`src/rtl/miniRISC_pkg.sv`:
```
// Shared miniRISC definitions: widths, fetch FSM states and common encodings.
package miniRISC_pkg;

    localparam int unsigned INSTR_W = 32;
    localparam int unsigned PC_W    = 32;

    // addi x0, x0, 0
    localparam logic [INSTR_W-1:0] NOP_INSTR = 32'h0000_0013;

    typedef enum logic [1:0] {
        FS_RUN    = 2'd0,
        FS_DRAIN  = 2'd1,
        FS_HALTED = 2'd2
    } fetch_state_t;

    // Sequential word-address successor; wraps at 2^PC_W.
    function automatic logic [PC_W-1:0] pc_inc(input logic [PC_W-1:0] pc);
        return pc + PC_W'(1);
    endfunction

endpackage

```
`src/rtl/fetch_buffer.sv`:
```
// Two-entry {pc, instr} FIFO with synchronous flush; push and pop may coincide when full.
module fetch_buffer
    import miniRISC_pkg::*;
#(
    parameter int unsigned DATA_W = INSTR_W
) (
    input  logic              clk,
    input  logic              rst,
    input  logic              flush,
    input  logic              push,
    input  logic [PC_W-1:0]   push_pc,
    input  logic [DATA_W-1:0] push_data,
    input  logic              pop,
    output logic [1:0]        count,
    output logic [PC_W-1:0]   head_pc,
    output logic [DATA_W-1:0] head_data
);

    logic [PC_W-1:0]   pc_q   [2];
    logic [DATA_W-1:0] data_q [2];
    logic              rd_ptr;
    logic              wr_ptr;
    logic              do_push;
    logic              do_pop;

    // A full buffer can still take a word when the head leaves in the same cycle.
    assign do_pop    = pop && (count != 2'd0);
    assign do_push   = push && ((count != 2'd2) || do_pop);
    assign wr_ptr    = rd_ptr ^ count[0];
    assign head_pc   = pc_q[rd_ptr];
    assign head_data = data_q[rd_ptr];

    // Storage, read pointer and occupancy.
    always_ff @(posedge clk or posedge rst) begin
        if (rst) begin
            count  <= 2'd0;
            rd_ptr <= 1'b0;
            for (int i = 0; i < 2; i++) begin
                pc_q[i]   <= '0;
                data_q[i] <= '0;
            end
        end else if (flush) begin
            count  <= 2'd0;
            rd_ptr <= 1'b0;
        end else begin
            if (do_push) begin
                pc_q[wr_ptr]   <= push_pc;
                data_q[wr_ptr] <= push_data;
            end
            if (do_pop) begin
                rd_ptr <= ~rd_ptr;
            end
            count <= count + 2'(do_push) - 2'(do_pop);
        end
    end

endmodule

```
`src/rtl/fetch_controller.sv`:
```
// Instruction fetch: owns the fetch PC, drives the 1-cycle ROM and feeds decode.
module fetch_controller
    import miniRISC_pkg::*;
#(
    parameter int unsigned     ADDR_W   = 12,
    parameter int unsigned     DATA_W   = INSTR_W,
    parameter logic [PC_W-1:0] RESET_PC = 32'h0000_0000
) (
    input  logic              clk,
    input  logic              rst,
    output logic              rom_en,
    output logic [ADDR_W-1:0] rom_addr,
    input  logic [DATA_W-1:0] rom_data,
    input  logic              redirect_valid,
    input  logic [PC_W-1:0]   redirect_pc,
    input  logic              halt_req,
    input  logic              resume,
    output logic              instr_valid,
    input  logic              instr_ready,
    output logic [DATA_W-1:0] instr,
    output logic [PC_W-1:0]   instr_pc,
    output logic              halted
);

    fetch_state_t      state;
    logic              started;
    logic              inflight;
    logic [PC_W-1:0]   inflight_pc;
    logic [PC_W-1:0]   fetch_pc;
    logic [1:0]        count;
    logic [PC_W-1:0]   head_pc;
    logic [DATA_W-1:0] head_data;
    logic              pop;
    logic              push;
    logic [2:0]        after_pop;

    // The word returning from the ROM is visible to decode in the cycle it arrives,
    // so an empty buffer does not add a cycle of latency.
    assign instr_valid = (count != 2'd0) || inflight;
    assign instr       = (count != 2'd0) ? head_data : (inflight ? rom_data : '0);
    assign instr_pc    = (count != 2'd0) ? head_pc : (inflight ? inflight_pc : '0);
    assign pop         = instr_valid && instr_ready;

    // Only words not consumed directly off the ROM port are captured.
    assign push        = inflight && !(pop && (count == 2'd0));

    // Issue only if the word we request next cycle is guaranteed a buffer slot.
    assign after_pop   = 3'(count) + 3'(inflight) - 3'(pop);
    assign rom_en      = started && (state == FS_RUN) && !redirect_valid && (after_pop < 3'd2);
    assign rom_addr    = fetch_pc[ADDR_W-1:0];

    assign halted      = (state == FS_HALTED) && (count == 2'd0) && !inflight;

    fetch_buffer #(
        .DATA_W(DATA_W)
    ) u_buffer (
        .clk      (clk),
        .rst      (rst),
        .flush    (redirect_valid),
        .push     (push),
        .push_pc  (inflight_pc),
        .push_data(rom_data),
        .pop      (pop),
        .count    (count),
        .head_pc  (head_pc),
        .head_data(head_data)
    );

    // Fetch PC, in-flight tag and run/drain/halt state.
    always_ff @(posedge clk or posedge rst) begin
        if (rst) begin
            state       <= FS_RUN;
            started     <= 1'b0;
            inflight    <= 1'b0;
            inflight_pc <= '0;
            fetch_pc    <= RESET_PC;
        end else begin
            started  <= 1'b1;
            // rom_en is low during a redirect, which also squashes the return.
            inflight <= rom_en;
            if (rom_en) begin
                inflight_pc <= fetch_pc;
            end
            if (redirect_valid) begin
                fetch_pc <= redirect_pc;
            end else if (rom_en) begin
                fetch_pc <= pc_inc(fetch_pc);
            end
            case (state)
                FS_RUN: begin
                    if (halt_req) begin
                        state <= FS_DRAIN;
                    end
                end
                FS_DRAIN: begin
                    if (!inflight) begin
                        state <= FS_HALTED;
                    end
                end
                FS_HALTED: begin
                    if (resume && !halt_req) begin
                        state <= FS_RUN;
                    end
                end
                default: state <= FS_RUN;
            endcase
        end
    end

endmodule

```
`config.mk`:
```
export PLATFORM = sky130hd
export DESIGN_NAME = fetch_controller
export DESIGN_NICKNAME = d
export VERILOG_FILES = /design/src/rtl/miniRISC_pkg.sv /design/src/rtl/fetch_buffer.sv /design/src/rtl/fetch_controller.sv
export SDC_FILE = /design/constraint.sdc
export NUM_CORES = 1
export LEC_CHECK = 0
export CAP_MARGIN = 0
export CORE_MARGIN = 10
export CORE_UTILIZATION = 40
export DETAILED_ROUTE_END_ITERATION = 12
export DONT_BUFFER_PORTS = 1
export HOLD_SLACK_MARGIN = 0.15
export PLACE_DENSITY = 0.52
export SYNTH_ARGS = -nofsm -noshare
export SYNTH_HDL_FRONTEND = slang
export SYNTH_SLANG_ARGS = --single-unit
```
`constraint.sdc`:
```
create_clock -name clk -period 18.6 [get_ports clk]
set_input_delay 3.72 -clock clk [delete_from_list [all_inputs] [get_ports clk]]
set_output_delay 3.72 -clock clk [all_outputs]
set_load 0.01 [all_outputs]
```
Yosys cells after proc, flatten, opt, wreduce, memory -nomap -nowiden. Index checks and enable logic that the tools add are counted.

Register bits after elaboration: 199. Output and inout port bits: 79. Word-level logic and storage cells: 79.

Add/subtract/negate cells: 5. Order comparisons: 4. Equal/unequal tests: 6. Muxes and demuxes: 23. Bitwise logic cells: 5. Reduce and logical (&&, ||, !) cells: 25.

Operators by type and width (count): $mux W32 (13); $bwmux W64 (2); $add A32 B1 Y32 const B (1); $demux W32 S1 (1); $logic_and A1 B1 Y1 (12); $mux W2 (4); $ne A2 B2 Y1 const B (3); $pmux W2 S3 (1); $reduce_bool A2 Y1 (3); $ge A2 B2 Y1 const B (2); $logic_not A1 Y1 (4); $logic_not A2 Y1 (2); $not A1 Y2 (2); $add A2 B1 Y3 (1); $lt A3 B2 Y1 const B (1); $reduce_and A3 Y1 (1); $sub A3 B1 Y3 (1); $add A2 B1 Y2 (1); $eq A2 B1 Y1 const B (1); $eq A2 B2 Y1 const B (1); $logic_or A1 B1 Y1 (2); $lt A2 B1 Y1 const B (1); $mux W1 (2); $ne A2 B1 Y1 const B (1); other kinds (4) (5).

Logic depth before layout (Yosys ltp).
Depth after elaboration: 10. Gate-level depth with buffers: 11.

Cells and area by module. A second synthesis with hierarchy kept.

Cell total of the unflattened synthesis: 1132. Area total of the unflattened synthesis: 10631.4 µm².

Modules (own cells, without submodules): fetch_buffer (instances 1, cells an instance 594, area an instance 6263.5 µm²); fetch_controller (instances 1, cells an instance 538, area an instance 4367.9 µm²).

Worst setup path after synthesis. OpenSTA, ideal clock, no wires.

Kind: input to output. Start point: input instr_ready. End point: output rom_en. Data arrival time: 5.799 ns. Data required time: 14.880 ns. Path slack: 9.081 ns. Cell stages on the path: 7. Path buffers: 1. Cell sequence: and2_1 > ha_1 > nand2b_1 > fa_1 > nand4bb_4 > nor3_1 > buf_2.

Longest elaborated chain between the ends: 4.

Ends and longest elaborated chain: start, declared (RTL line fetch_controller.sv:19) `input logic instr_ready,`; $logic_and A1 B1 Y1 (RTL line fetch_controller.sv:42) `assign pop = instr_valid && instr_ready;`; $sub A3 B1 Y3 (RTL line fetch_controller.sv:48) `assign after_pop = 3'(count) + 3'(inflight) - 3'(pop);`; $lt A3 B2 Y1 (RTL line fetch_controller.sv:49) `assign rom_en = started && (state == FS_RUN) && !redirect_valid && (after_pop < 3'd2);`; $logic_and A1 B1 Y1 (RTL line fetch_controller.sv:49); end, declared (RTL line fetch_controller.sv:11) `output logic rom_en,`.

Every way passes these cells.

Final worst setup path. Same ends and word-level chain as after synthesis.

==> flow_metrics.py <==
metrics = {
    "timing": {
        "finalSetupTns_ns": 0,
        "finalMaxSlewViolations": 0,
        "rsz0062_at_grt": "false",
        "worstMarginPinSlew_ns": 0.950,
        "setup_viol": 0,
        "fin_skew_ns": 0.0122,
        "fin_crit_sh_pct": 51.7,
        "hold_viol": 0,
        "period_minus_slack_ns": 9.61,
        "relSlewSlack_pct": 36.7,
        "max_freq_mhz": 104,
    },
    "cts": {
        "clock_latency_ns": 0.43,
        "cts-buffers-inserted": 17,
        "cts_sinks": 199,
        "clockBufferDepth": 2,
        "postCtsSetupBuffers": 0,
        "hold_buffers": 0,
        "h-tree-depth": 4,
        "cts-resized-gates": 0,
        "tritoncts": "yes",
        "cts.reportedPaths.clkPinSlew_ns": 0.07,
        "cts_root_buf": "clkbuf_16",
    },
    "floorplan": {
        "rows": 57,
        "ioPinCount": 149,
        "design.core.area_mm2": 0.0242,
        "die_w_um": 177,
        "die_y_um": 177,
        "dieArea_mm2": 0.0312,
        "start_util_pct": 40.5,
    },
    "worst_setup_path": {
        "worstPathArrival_ns": 5.89,
        "cp-end-kind": "primary output",
        "crit_required_ns": 14.88,
        "critical_path_class": "primary input to primary output",
        "critPathMaxFanout": 32,
        "cp-start-kind": "primary input",
    },
    "detailed_routing": {
        "routed_wl_um": 24500,
        "antenna_left": 0,
        "top_layer": "met5",
        "wl_per_cell_um": 21.6,
        "drt-pass1-iter-count": 5,
        "drc_errors": 0,
        "wl_met3_um": 1610,
        "route.met2.wl_um": 11700,
        "vias_per_cell": 5.77,
        "vias": 6540,
        "m1WireLength_um": 11000,
        "drtIter0Drc": 413,
    },
    "finish": {
        "final_cell_mix": "dfrtp_1 (197), mux2_2 (160), nand3_1 (82)",
        "nNetsFinal": 872,
        "antenna_cells": 0,
        "layout_commonest_cell": "dfrtp_1",
        "syn_to_final_growth_pct": 7.19,
        "final_cells": 1134,
        "drive_gt1_share_pct": 26.2,
    },
    "synth": {
        "synthDistinctLibCells": 42,
        "synth_warnings": 0,
        "syn_area_per_cell_um2": 11.6,
        "synth_top_area_cell": "dfrtp_1",
        "synth.cell_area_mm2": 0.00982,
        "ys_seq_area_share_pct": 50.7,
        "syn_nets": 918,
        "ys_ff_latch": 199,
        "syn-instance-count": 843,
        "yosys.area.top_type_share_pct": 50.7,
        "yosys-top-cells-area": "dfrtp_1 (51%), mux2_2 (18%), mux2i_1 (6.7%)",
    },
    "power": {
        "p_leak_nw": 4.36,
        "cellPowerDensity_mw_per_mm2": 152,
        "peakVddDrop_uv": 62.0,
    },
    "global_routing": {
        "grt_overflow": 0,
        "antenna_found_initial": 1,
        "grt_pass1_vias": 6597,
        "grtUsageTotal_pct": 15.6,
        "grt_pass1_wl_um": 38500,
        "grt_max_degree": 127,
    },
    "placed_design": {
        "gp_congestion": 0.775,
        "port_buffers": 0,
        "dp_hpwl_um": 16300,
        "place_inst": 1102,
    },
    "job": {
        "cap_violations": 0,
    },
    "outcome": {
        "status": "finished, final reports clean",
    },
    "min_path": {
        "hold_path_class": "register to register",
    },
}
-- stage by stage --
stage / cell area [µm²] / util, % / power (mW) / setup WS, ns / hold WS, ns
2_1_floorplan: 9820 / - / 1.12 / 9.08 / 0.462
3_3_place_gp: 9950 / 41.0 / 1.22 / 9.04 / 0.485
3_5_place_dp: 9950 / 41.0 / 1.26 / 8.96 / 0.492
4_1_cts: 10500 / 43.4 / 1.62 / 8.98 / 0.509
5_1_grt: 10500 / 43.4 / 1.71 / 8.85 / 0.514
6_report: 10500 / 43.4 / 1.60 / 8.99 / 0.505
-- layout make-up --
cell class | instances | area (µm²)
Fill cell | 2260 | 13700
Inverter | 7 | 33.8
Clock buffer | 18 | 429
Clock inverter | 14 | 141
Timing Repair Buffer | 9 | 67.6
Sequential cell | 199 | 4980
Tap cell | 324 | 405
Multi-Input combinational cell | 563 | 4460
-- worst max-delay path: stages --
cell and delay (ns):
and2_1 0.13, ha_1 0.26, nand2b_1 0.15, fa_1 0.58, nand4bb_4 0.16, nor3_2 0.36, buf_4 0.52
-- final timing paths --
path | start | end | slack (ns) | depth (start not counted)
max in group asynchronous | rst | u_buffer.rd_ptr | 13.66 | 2
setup / recovery | instr_ready | rom_en | 8.99 | 7
hold / removal | u_buffer.data_q[46] | u_buffer.data_q[46] | 0.51 | 1
hold reg to reg | u_buffer.data_q[46] | u_buffer.data_q[46] | 0.51 | 1
setup reg to reg | u_buffer.count[1] | fetch_pc[30] | 14.30 | 9
min in group asynchronous | rst | u_buffer.data_q[16] | 3.33 | 1
-- sequential cells by signal, summed over array words and instances, names as in the netlist --
| name | flops |
|---|---|
| state | 2 |
| started | 1 |
| inflight_pc | 32 |
| u_buffer.count | 2 |
| u_buffer.pc_q | 64 |
| inflight | 1 |
| fetch_pc | 32 |
| u_buffer.rd_ptr | 1 |
| u_buffer.data_q | 64 |
-- synth_stat cells (all sizes together) --
library cell    n
nand3          82
and2            2
a221o           1
a22oi           1
o31a            2
or3             8
nor2           24
or4            23
nand2b          3
a311o           1
ha              4
fa              1
clkbuf         35
nor3            3
o211ai          3
dfrtp         199
xnor2           5
xor2            9
nand4bb         1
mux2i          66
a31oi          17
buf            39
and4            5
o31ai          12
nor2b           5
or4b            1
inv             7
nand2          24
o21ai          80
nor4b           1
and3            3
and4bb          1
conb            1
mux2          160
nand3b          1
nand4          11
nor4            2
-- per-layer routing --
layer | GRT usage, % | vias to the layer above
met2 | 24.7 | 167
met4 | 3.68 | 2
met3 | 5.06 | 14
met1 | 20.3 | 3372
li1 | - | 2985
met5 | 0 | -
-- kinds of logic (layout without fill, tap and decap cells) --
logic type	count (synthesis)	count (layout)	share of synthesized area, %
flip-flops	199	199	50.7
adder cells (fa/ha/maj)	5	5	0.714
buffers and inverters	81	48	3.98
AO/OA/AOI/OAI	117	117	6.77
multiplexers	226	226	25.1
other	1	1	0.0382
XOR/XNOR	14	14	1.25
AND/OR/NAND/NOR	200	200	11.4
-- power by group --
part	internal (mW)	switching, mW
registers	0.587	0.124
clock network	0.189	0.173
logic	0.235	0.291
total	1.01	0.587
Power figures use the tool's default switching activity.
